[src/rtl/mdu_pkg.sv]
// Shared definitions for the sequential multiply/divide unit: operation codes,
// FSM encoding, iteration count and the divide-by-zero quotient.
package mdu_pkg;

  localparam logic [3:0] ACL_MUL  = 4'b0000;
  localparam logic [3:0] ACL_MULH = 4'b0001;
  localparam logic [3:0] ACL_DIV  = 4'b0100;
  localparam logic [3:0] ACL_REM  = 4'b0110;

  localparam int ITER = 32;

  localparam logic [31:0] DIV_ZERO_Q = 32'hFFFF_FFFF;

  typedef enum logic [1:0] {
    IDLE = 2'd0,
    RUN  = 2'd1,
    DONE = 2'd2
  } state_t;

endpackage

[src/rtl/mdu_seq.sv]
// Sequential unsigned multiply/divide unit: radix-2 shift-add multiply and
// restoring divide, one iteration per clock, fixed 33-cycle latency.
module mdu_seq
  import mdu_pkg::*;
(
  input  logic        clk,
  input  logic        rst,
  input  logic        start,
  input  logic [31:0] a,
  input  logic [31:0] b,
  input  logic [3:0]  acl,
  output logic        busy,
  output logic        done,
  output logic [31:0] mulresult
);

  state_t      state;
  state_t      nextstate;
  logic [4:0]  cnt;
  logic [63:0] prod;
  logic [32:0] rem;
  logic [31:0] quo;
  logic [31:0] bop;
  logic [3:0]  op;
  logic        last;

  logic [31:0] addend;
  logic [32:0] sum;
  logic [63:0] prodnext;
  logic [33:0] shifted;
  logic [33:0] diff;
  logic [32:0] remnext;
  logic [31:0] quonext;
  logic [31:0] result;

  always_ff @(posedge clk or posedge rst) begin
    if (rst) begin
      state <= IDLE;
    end else begin
      state <= nextstate;
    end
  end

  always_comb begin
    nextstate = state;
    busy      = 1'b0;
    done      = 1'b0;
    case (state)
      IDLE: begin
        if (start) begin
          nextstate = RUN;
        end
      end
      RUN: begin
        busy = 1'b1;
        if (last) begin
          nextstate = DONE;
        end
      end
      DONE: begin
        busy      = 1'b1;
        done      = 1'b1;
        nextstate = IDLE;
      end
      default: nextstate = IDLE;
    endcase
  end

  assign last = (cnt == 5'(ITER - 1));

  // Both datapaths step every iteration; only the latched op picks which one
  // feeds mulresult. A zero divisor naturally leaves rem equal to the dividend.
  always_comb begin
    addend   = prod[0] ? bop : 32'h0;
    sum      = {1'b0, prod[63:32]} + {1'b0, addend};
    prodnext = {sum, prod[31:1]};

    shifted  = {rem, quo[31]};
    diff     = shifted - {2'b00, bop};
    if (diff[33]) begin
      remnext = shifted[32:0];
      quonext = {quo[30:0], 1'b0};
    end else begin
      remnext = diff[32:0];
      quonext = {quo[30:0], 1'b1};
    end

    case (op)
      ACL_MUL:  result = prodnext[31:0];
      ACL_MULH: result = prodnext[63:32];
      ACL_DIV:  result = (bop == 32'h0) ? DIV_ZERO_Q : quonext;
      ACL_REM:  result = remnext[31:0];
      default:  result = 32'h0;
    endcase
  end

  always_ff @(posedge clk or posedge rst) begin
    if (rst) begin
      cnt       <= '0;
      prod      <= '0;
      rem       <= '0;
      quo       <= '0;
      bop       <= '0;
      op        <= '0;
      mulresult <= '0;
    end else begin
      case (state)
        IDLE: begin
          if (start) begin
            prod <= {32'h0, a};
            quo  <= a;
            rem  <= '0;
            bop  <= b;
            op   <= acl;
            cnt  <= '0;
          end
        end
        RUN: begin
          prod <= prodnext;
          rem  <= remnext;
          quo  <= quonext;
          cnt  <= cnt + 5'd1;
          if (last) begin
            mulresult <= result;
          end
        end
        default: ;
      endcase
    end
  end

endmodule

[config.mk]
export PLATFORM = sky130hd
export DESIGN_NAME = mdu_seq
export DESIGN_NICKNAME = d
export VERILOG_FILES = /design/src/rtl/mdu_pkg.sv /design/src/rtl/mdu_seq.sv
export SDC_FILE = /design/constraint.sdc
export NUM_CORES = 1
export LEC_CHECK = 0
export ABC_AREA = 1
export CORE_MARGIN = 1.5
export CORE_UTILIZATION = 50
export DETAILED_ROUTE_END_ITERATION = 10
export PLACE_DENSITY = 0.69
export SLEW_MARGIN = 0
export SYNTH_ARGS = -nofsm -noshare
export SYNTH_HDL_FRONTEND = slang
export SYNTH_SLANG_ARGS = --single-unit
[constraint.sdc]
create_clock -name clk -period 17.6 [get_ports clk]
set_input_delay 1.76 -clock clk [delete_from_list [all_inputs] [get_ports clk]]
set_output_delay 1.76 -clock clk [all_outputs]
set_load 0.1 [all_outputs]
# --- After elaboration in Yosys (flattened, before gate mapping) ---
# Cells that the tools add are included.
word_totals:
  in_bits: 71
  word_cells: 46
  out_inout_bits: 34
  ff_bits: 204
op_classes:
  eq_ne: 8
  addsub: 3
  n_mux: 18
  n_reduce_logical: 9
ops:
  columns: ["operator", "n"]
  rows:
  - ["$pmux 32 s4", 1]
  - ["$pmux 64 s2", 1]
  - ["$mux 32", 3]
  - ["$mux 33", 2]
  - ["$pmux 33 s2", 1]
  - ["$mux 64", 1]
  - ["$pmux 32 s2", 1]
  - ["$sub 34x32->34", 1]
  - ["$add 32x32->33", 1]
  - ["$logic_not 32->1", 1]
  - ["$pmux 5 s2", 1]
  - ["$eq 4x3->1 const B", 2]
  - ["$reduce_and 2->1", 4]
  - ["$add 5x1->5 const B", 1]
  - ["$eq 5x5->1 const B", 1]
  - ["$mux 5", 1]
  - ["$eq 4x1->1 const B", 1]
  - ["$logic_not 4->1", 1]
  - ["$mux 2", 2]
  - ["$ne 2x2->1 const B", 2]
  - ["$pmux 2 s2", 1]
  - ["$mux 1", 3]
  - ["$eq 2x1->1 const B", 1]
  - ["$eq 2x2->1 const B", 1]
  - ["other kinds (3)", 3]

# --- Depth between registers and ports, before layout ---
# Gate-level depths: netlist of the first run.
depth:
  word_depth: 4
  mapped_depth: 22
  ltp_nobuf: 21

# --- Worst setup path before layout of the first run ---
# OpenSTA, ideal clock, no wires.
synth_timing:
  kind: "register to output"
  from: "register state[0]"
  to: "output busy"
  required_time_ns: 15.840
  path_slack_ns: 14.607
  path_buffers: 0
  arrival_time_ns: 1.233
  path_stages_with_launch: 3
  path_cell_list: "dfrtp_1 > inv_1 > ha_1"
synth_between:
  elab_chain_len: 3
  elab_cells_between_ends: 4
  classes_between: "eq/ne: 2; mux: 1; reduce/logical: 1"
synth_rtl:
  columns: ["element", "line_no", "text"]
  rows:
  - ["from (decl)", "mdu_seq.sv:17", "state_t state;"]
  - ["from (signal assigned)", "mdu_seq.sv:40", "state <= nextstate;"]
  - ["$eq 2x1->1 / $eq 2x2->1 (equally long branches)", "mdu_seq.sv:48", "case (state)"]
  - ["$reduce_or 2->1 (no source line) *", null, null]
  - ["$mux 1 *", "mdu_seq.sv:48", null]
  - ["to (decl)", "mdu_seq.sv:12", "output logic busy,"]
# Mark *: on every way between the ends. The rest lies on a longest branch, timed or not.

# --- Final worst setup path of the first run ---
# Ends and elaborated chain as after synthesis.

==> metrics.txt, run 1 <==
outcome=finished clean; Leak=8.59 nW; CTS resizes=0; Post-CTS Hold Fix Bufs=0; Slew Limit Fails=0; proportion of layout cells with a drive suffix above 1=0.0462; top-count cell post-synth=nand2_1; number of synthesized flops with an enable pin=0; clk slew on worst S/H paths=60 ps; Post-Route Utilization=0.587; area delta synth->final=15.3%; gr ovfl total=0; Ports=105; Root Buffer=clkbuf_16; Die X=171 um; sequential cell area fraction in the yosys report=0.360; Max FO, Critical Path=3; largest net degree at the start of global routing=134; worst min path class=reg2reg; CP endpoint kind=output pin; Flop pwr share=0.266; Clk pwr share=0.195; synth cell count leaders=nand2_1, inv_1, dfrtp_1; RSZ-0062 raised after global routing=false; Synth Instances=2074; hpwl dp=32900 um; Sink Count=204; Total Wirelength=43600 um; Clock Latency Late Sink=550 ps; Initial Util=0.509; Net Count, Synth=2216; Routed wire per std cell=17.1 um; Setup CP Type=reg2out; Critical Path RT=15840 ps; NetSw=1.32 mW; First-pass DRT Iterations=5; Die Y=171 um; largest area contributor in the netlist=dfrtp_1; Clock Tree Buf Depth=3; maximum vdd ir drop=0.156 mV; Distinct cells, synth=43; GRT Total Usage=0.301; Power, Total=2.76 mW; H-tree depth=1; Sw Ratio=0.478; Pwr Density=169 nW/um^2; Startpoint Class=flip-flop; top_reg_cell synth=dfrtp_1; endpoints failing setup=0; Yosys reg bits=204; syn avg cell area=6.83 um^2; port bufs=104; die area=29400 um^2; MaxCap Viol Count=0; Seq. cell area=5100 um^2; Final ANT Viol Nets=0; core area=27900 um^2; FFs w/ async S/R, synth=1.00; Synth Warn #=0; P_int=1.44 mW; minimum clock period=4150 ps; setup bufs post-CTS=0; Multi-input gate area=7510 um^2; achievable clock frequency=241 MHz; nets=2289; combinational power share=0.539; CTS Buf Count=24; Detailed Route Iter0 Violations=1221; Via-to-Cell Ratio=5.45; Ant. Diodes=0; Final period util=0.236; Filler Cell Count=2720; clk_skew=39.6 ps; CP arrival=2390 ps; top post-synthesis cells by area=dfrtp_1, nand2_1, inv_1, ha_1, nand3_1; final setup TNS=0 ps; drt drc=0; share of the synthesized area in the top cell type=0.360; slew margin rel.=0.157; placer congestion estimate=0.959; initial antenna violation count=0; vias in the first global route=13.0k; Final Hold Vio Count=0; Worst Tran Pin Value=1270 ps; Vias=13.8k; first-pass GRT wire length=68700 um; TritonCTS clock tree=built; Syn Std Cell Area=14200 um^2; Cell Rows=61
stage by stage:
step	cells	hold WS (ps)	instance area [um^2]	worst slack (ps)
4_1_cts	2543	481	16300	13430
5_1_grt	2543	498	16300	13240
3_5_place_dp	2499	465	15500	13130
3_3_place_gp	2499	463	15500	13140
6_report	2543	473	16300	13450
2_1_floorplan	2074	459	14200	10270
cell usage in the layout (no fill, tap or decap), types with 4 or more instances in the layout:
| cell | n |
|---|---|
| dfrtp_1 | 204 |
| xor2_1 | 11 |
| clkinv_2 | 4 |
| inv_2 | 4 |
| o21bai_1 | 6 |
| nor2_2 | 5 |
| nand4_1 | 11 |
| clkbuf_16 | 24 |
| a21o_1 | 4 |
| or2_2 | 4 |
| a21oi_1 | 118 |
| inv_1 | 330 |
| nand2_2 | 18 |
| nand3_1 | 149 |
| nand3b_1 | 8 |
| xnor2_1 | 22 |
| o21ai_0 | 140 |
| ha_1 | 69 |
| nor4_1 | 14 |
| a32o_1 | 17 |
| buf_4 | 11 |
| o221ai_1 | 40 |
| nand3_2 | 4 |
| clkbuf_8 | 7 |
| nor3_1 | 10 |
| a22o_1 | 8 |
| clkdlybuf4s50_1 | 104 |
| mux2_2 | 4 |
| nand2_1 | 629 |
| nor2_1 | 151 |
layout make-up:
cell class                      instances  area share
Multi-Input combinational cell       1465       0.460
Sequential cell                       204       0.312
Inverter                              337      0.0779
Timing Repair Buffer                  115      0.0688
Clock buffer                           33      0.0431
Tap cell                              378      0.0289
Clock inverter                         11     0.00926
cell families (layout without fill, tap and decap cells):
kind of cell,count (synthesis),in the layout,share of synthesized area
xor gates and xnor gates,33,33,0.0204
DFF,204,204,0.360
AOI/OAI and AO/OA,346,346,0.144
and+or+nand+nor,1011,1011,0.298
buffers and inverters,405,496,0.111
adders and majority gates,71,71,0.0638
muxes,4,4,0.00318
power groups by stage:
stage | clock, mW | combinational, mW | sequential [mW]
CTS | 0.544 | 1.48 | 0.734
global placement | 0 | 1.45 | 0.737
global route | 0.559 | 1.66 | 0.753
detailed placement | 0 | 1.47 | 0.740
finish | 0.538 | 1.49 | 0.736
floorplan | 0 | 1.12 | 0.699
worst max-delay path, stage by stage (launching register included):
cell             delay, ps
dfrtp_1                370
inv_1                   70
ha_1                   280
clkdlybuf4s50_1       1120
metal layers:
| layer | GRT usage | vias up | wire [um] |
|---|---|---|---|
| met5 | 0 | - | 0 |
| met4 | 0.111 | 0 | 1720 |
| met3 | 0.0278 | 85 | 2450 |
| met2 | 0.496 | 502 | 20200 |
| met1 | 0.410 | 6443 | 19200 |
| li1 | - | 6817 | - |
flip-flops by register name, indices dropped and copies added (netlist names):
register,flops
prod,64
state,2
rem,33
op,4
quo,32
cnt,5
mulresult,32
bop,32
final timing paths:
path	start	endpoint	slack [ps]	cells past startpoint
setup / recovery	state[0]	busy	13450	3
hold reg to reg	mulresult[24]	mulresult[24]	470	2
min in group asynchronous	rst	prod[5]	1800	2
max in group asynchronous	rst	prod[57]	14270	3
setup reg to reg	state[1]	cnt[3]	13530	8
hold / removal	mulresult[24]	mulresult[24]	470	2
No activity file was read; power rests on OpenSTA's default activity.
==> inputs of run 2 (changes only) <==
- PLACE_DENSITY: 0.69 -> 0.71
- clock period: 17.6 -> 3.8 ns (I/O delays scaled with it)
==> run 2 against run 1 <==
Effect of this change: critical path depth increased by 11; clock power rose to 4.5 times the previous value; sequential share of layout area down 0.17 points; combinational power grew to 4.7 times the previous value; routed wire length is 5.3% higher; final cell count rose by 0.39%; total power grew to 4.7 times the previous value; worst hold slack got worse by 130 ps; critical path type is now reg2reg; highest routed layer unchanged.
==> metrics.txt, run 2 (same netlist as run 1, synthesis figures left out) <==
clk slew on worst S/H paths=60 ps (about the same); Startpoint Class=flip-flop (unchanged); TritonCTS clock tree=built (unchanged); area delta synth->final=16.0% (was 15.3%); combinational power share=0.549 (was 0.539); Leak=8.64 nW (was 8.59 nW); clk_skew=13.1 ps (was 39.6 ps); nets=2300 (was 2289); Routed wire per std cell=18.0 um (was 17.1 um); M3 GR Usage=0.0290 (was 0.0278); worst min path class=in2async (was reg2reg); gr ovfl total=0 (unchanged); placer congestion estimate=0.972 (was 0.959); Pwr Density=784 nW/um^2 (was 169 nW/um^2); final setup TNS=0 ps (unchanged); NetSw=6.17 mW (was 1.32 mW); Ports=105 (unchanged); slew margin rel.=0.213 (was 0.157); Sw Ratio=0.479 (was 0.478); largest net degree at the start of global routing=121 (was 134); Cell Rows=61 (unchanged); minimum clock period=3240 ps; endpoints failing setup=0 (unchanged); Root Buffer=clkbuf_16 (unchanged); achievable clock frequency=308 MHz; met1 global-route usage=0.424 (was 0.410); Multi-input gate area=7510 um^2 (unchanged); busiest layer in global routing=met2 (unchanged); setup bufs post-CTS=0 (unchanged); Top reg by flops=prod (unchanged); reg-to-reg slack, setup=560 ps (was 13530 ps); crit path capture=mulresult[13] (was busy); Die X=171 um (unchanged); Final ANT Viol Nets=0 (unchanged); Regs by FF count=prod x64, rem x33 (unchanged); Clk pwr share=0.189 (was 0.195); hpwl dp=34900 um (was 32900 um); Ant. Diodes=0 (unchanged); CP endpoint kind=flip-flop (was output pin); First-pass DRT Iterations=5 (unchanged); most frequent cells in the layout=nand2_1, inv_1, dfrtp_1 (unchanged); Sink Count=204 (unchanged); H-tree depth=1 (unchanged); CP arrival=3650 ps (was 2390 ps); core area=27900 um^2 (unchanged); Vias=14.2k (was 13.8k); Total Wirelength=45900 um (was 43600 um); commonest non-fill, non-tap cell in the layout=nand2_1 (unchanged); Worst Tran Pin Value=1180 ps (was 1270 ps); Flop pwr share=0.262 (was 0.266); Filler Cell Count=2708 (was 2720); MaxCap Viol Count=0 (unchanged); Final Hold Slack=344 ps (was 473 ps); CTS resizes=0 (unchanged); Worst R2R Start=prod[0] (was state[1]); Max FO, Critical Path=17 (was 3); drt drc=0 (unchanged); Detailed Route Iter0 Violations=1409 (was 1221); Slew Limit Fails=0 (unchanged); Clock Latency Late Sink=530 ps (was 550 ps); Reg2Reg Capture Point=mulresult[13] (was cnt[3]); proportion of layout cells with a drive suffix above 1=0.0492 (was 0.0462); Die Y=171 um (unchanged); first-pass GRT wire length=72600 um (was 68700 um); max reg flops=64 (unchanged); Final period util=0.854; Reg2Reg Depth=14 (was 8); Clock Tree Buf Depth=3 (unchanged); Critical Path RT=4200 ps (was 15840 ps); P_int=6.72 mW (was 1.44 mW); Setup CP Type=reg2reg (was reg2out); Via-to-Cell Ratio=5.55 (was 5.45); met2 usage=0.530 (was 0.496); Post-CTS Hold Fix Bufs=0 (unchanged); maximum vdd ir drop=0.863 mV (was 0.156 mV); vias in the first global route=13.7k (was 13.0k); port bufs=104 (unchanged); Seq. cell area=5100 um^2 (unchanged); CP Launch Point=prod[0] (was state[0]); die area=29400 um^2 (unchanged); RSZ-0062 raised after global routing=false (unchanged); Initial Util=0.509 (unchanged); outcome=finished clean (unchanged); Final Hold Vio Count=0 (unchanged); GRT Total Usage=0.319 (was 0.301); initial antenna violation count=0 (unchanged); CTS Buf Count=24 (unchanged)
==> run 2: area by class of cell <==
class / instances / area share
multi-input cells: 1465 / 0.457
flip-flops and latches: 204 / 0.311
inverters: 337 / 0.0772
repair buffers: 126 / 0.0757
clock buffers: 38 / 0.0459
well taps: 378 / 0.0288
clock inverters: 5 / 0.00457
==> run 2: how the worst min path moves through the flow <==
| stage | from | end | slack (ps) | cells after the start |
|---|---|---|---|---|
| floorplan | prod[32] | prod[32] | 460 | 2 |
| global placement | mulresult[27] | mulresult[27] | 460 | 2 |
| detailed placement | mulresult[2] | mulresult[2] | 460 | 2 |
| CTS | rst | prod[52] | 350 | 2 |
| global route | rst | prod[52] | 380 | 2 |
| finish | rst | prod[60] | 340 | 2 |
==> run 2: layer usage <==
layer  routed length (um)  vias to the layer above  share of wire
met5                    0                        -              0
met4                 2210                        0          0.048
met3                 2680                      107          0.058
met2                21300                      546           0.46
met1                19700                     6672           0.43
li1                     -                     6833              -
==> run 2: through the flow <==
stage / instance area [um^2] / power, mW / instances / worst slack (ps) / util
4_1_cts: 16400 / 12.9 / 2553 / 590 / 0.590
2_1_floorplan: 14200 / 8.43 / 2074 / 776 / -
3_5_place_dp: 15600 / 10.4 / 2510 / 611 / 0.560
3_3_place_gp: 15600 / 10.3 / 2510 / 593 / 0.560
6_report: 16400 / 12.9 / 2553 / 556 / 0.590
5_1_grt: 16400 / 13.9 / 2553 / 351 / 0.590
==> run 2: power by group through the flow <==
stage                     Combinational, mW  Sequential [mW]  Clock (mW)
final                                  7.07             3.38        2.44
after global routing                   7.91             3.46        2.54
after CTS                              7.02             3.37        2.47
after detailed placement               6.97             3.40           0
after global placement                 6.92             3.38           0
after floorplan                        5.19             3.24           0
==> run 2: critical path, stage by stage, from the launching register on <==
cell	delay (ps)
dfrtp_1	730
nand2_1	190
inv_1	110
ha_1	280
a21oi_1	250
o21ai_0	220
a21oi_1	220
nand2_1	180
or2_2	330
nand3_1	130
o211ai_1	200
inv_1	100
nand2_1	50
nand2_1	50
nand2_1	70
==> RTL change: new RTL, flow settings as in run 2 <==
Re-encode `state_t` (3 states) as one-hot, 3 bits wide.
--- a/src/rtl/mdu_pkg.sv
+++ b/src/rtl/mdu_pkg.sv
@@ -13,6 +13,6 @@
 
-  typedef enum logic [1:0] {
-    IDLE = 2'd0,
-    RUN  = 2'd1,
-    DONE = 2'd2
+  typedef enum logic [2:0] {
+    IDLE = 3'b001,
+    RUN  = 3'b010,
+    DONE = 3'b100
   } state_t;
Function: no difference found for any inputs over 10 cycles, from zero or initial values and one cycle with rst high; not proved beyond that.
==> RTL change against run 2 <==
- first-iteration DRC count grew 9.4%
- global-route usage is 2.0 points higher
- routed wire length grew 10%
- count of clock-buffer cells in the layout down 3
- non-clock buffer count up 2
- setup slack better by 0.17 ns
- sequential cell count grew 1
- synthesized area up 2.6%
- total power up 13%
- cell area up 2.0%
- sequential share of layout area decreased by 0.47 points
==> RTL change: results (changes against run 2) <==
status=finished clean; top post-synthesis cells by count=nand2_1 (692), inv_1 (321), dfrtp_1 (204), nand3_1 (202), o21ai_0 (135); Vias/cell=5.55 (about the same); DP HPWL=39400 um (+13%); final cell count without fillers=2598 (+1.8%); Reg2Reg Setup Slack=0.73 ns (+0.17 ns); HP Class=input pin to async pin; dpl ws=0.814 ns (+0.202 ns); total CTS buffers=24 (unchanged); 1st-iter DRT viols=1542 (+9.4%); ys async rst share=100% (unchanged); Post-Synthesis Cells=2112 (+1.8%); Inserted Diodes=0 (unchanged); DP Area=16000 sq um (+2.3%); clk_lat worst skew=0.52 ns; Synth Warn #=0 (unchanged); top cells by area, synth=dfrtp_1 (35%), nand2_1 (18%), inv_1 (8.3%), nand3_1 (7.0%), ha_1 (5.7%); fin crit share=80.9% (-4.5 points); initial antenna violation count=0 (unchanged); Peak VDD IR=0.00107 V (+24%); Worst Tran Pin Value=1.10 ns (-0.0750 ns); Clock Path Buffers=3 (unchanged); clock skew=0.0129 ns (-0.000198 ns); synth unique cells=46 (+7.0%); post-cts resize count=0 (unchanged); layout cell share with drive strength beyond 1=6.91% (+2.0 points); CTS root buffer=clkbuf_16; largest net degree at the start of global routing=108 (-11%); drt pass-1 iters=7 (+2); critical path peak fanout=18 (+1); post-synthesis sequential area ratio=35.3% (-0.74 points); Leakage=8.78 nW (+1.6%); drt wl/cell=19.4 um (+8.1%); Critical Path AT=3.49 ns (-0.16 ns); Synth Flop Type=dfrtp_1; Regs by FF count=prod (64), rem (33); Post-Syn Nets=2251 (+1.6%); WHS=0.128 ns (-0.216 ns); GRT Total Usage=33.9% (+2.0 points); first-pass GRT wire length=79300 um (+9.3%); vias in the first global route=14200 (+3.8%); Clock transition at path regs=0.06 ns (about the same); Port Buf Inserts=104 (unchanged); RD Place Congestion=1.01 (+3.8%)
-- RTL change: changes by cell type in the layout (fill, tap and decap cells not counted), sizes merged, moves of 4 or more --
cell | before | now
mux2 | 4 | 0
o211ai | 2 | 17
a21oi | 119 | 74
o21bai | 6 | 2
o221ai | 40 | 18
nor2 | 156 | 121
inv | 334 | 328
nand2 | 649 | 728
nand3 | 153 | 224
nor4 | 14 | 10
-- RTL change: critical path, cell delays in order (launching register included) --
cell and delay (ns):
dfrtp_1 0.62, buf_4 0.30, nand2_1 0.07, inv_1 0.06
ha_1 0.29, a21oi_1 0.27, o21ai_0 0.19, nand2_1 0.09
nand2_1 0.11, a21oi_1 0.27, nand3_1 0.15, nand3_1 0.17
nand2_1 0.09, inv_1 0.07, nand3_1 0.07, nand2_1 0.07
nand2_1 0.06
-- RTL change: layer usage --
layer | global-route usage [%] | wire [um] | vias to the layer above
li1 | - | - | 6925
met1 | 47.5 | 22500 | 6768
met2 | 51.9 | 21600 | 614
met3 | 6.25 | 4230 | 108
met4 | 13.5 | 2180 | 0
met5 | 0 | 0 | -
-- RTL change: path summary, 6_finish.rpt --
path	from	to	depth (start not counted)
worst max-delay path	prod[0]$_DFFE_PP0P_	mulresult[30]$_DFFE_PP0P_	16
worst min-delay path	rst	rem[5]$_DFFE_PP0P_	2
worst max register to register	prod[0]$_DFFE_PP0P_	mulresult[30]$_DFFE_PP0P_	16
worst min register to register	mulresult[5]$_DFFE_PP0P_	mulresult[5]$_DFFE_PP0P_	2
max in group asynchronous	rst	mulresult[23]$_DFFE_PP0P_	3
min in group clk	b[28]	bop[28]$_DFFE_PP0P_	3
-- RTL change: final cells by class --
| type | instances | area (sq um) |
|---|---|---|
| fillers | 2727 | 11900 |
| multi-input cells | 1507 | 7860 |
| flip-flops and latches | 205 | 5130 |
| inverters | 331 | 1250 |
| repair buffers | 128 | 1240 |
| clock buffers | 35 | 713 |
| well taps | 384 | 480 |
| clock inverters | 8 | 96.3 |
-- RTL change: cell families after synthesis --
logic type      share of synthesized area (%)
compound gates                           11.6
flops                                    35.3
fa+ha+maj                                5.95
buf+inv                                  10.8
xor+xnor                                 1.99
simple gates                             34.4
-- RTL change: report_power, final --
part	leakage [nW]	total (mW)	internal (mW)	switching (mW)
logic	5.70	8.54	2.68	5.86
registers	2.68	3.66	2.99	0.672
clock network	0.399	2.39	1.44	0.952
total	8.78	14.6	7.10	7.48
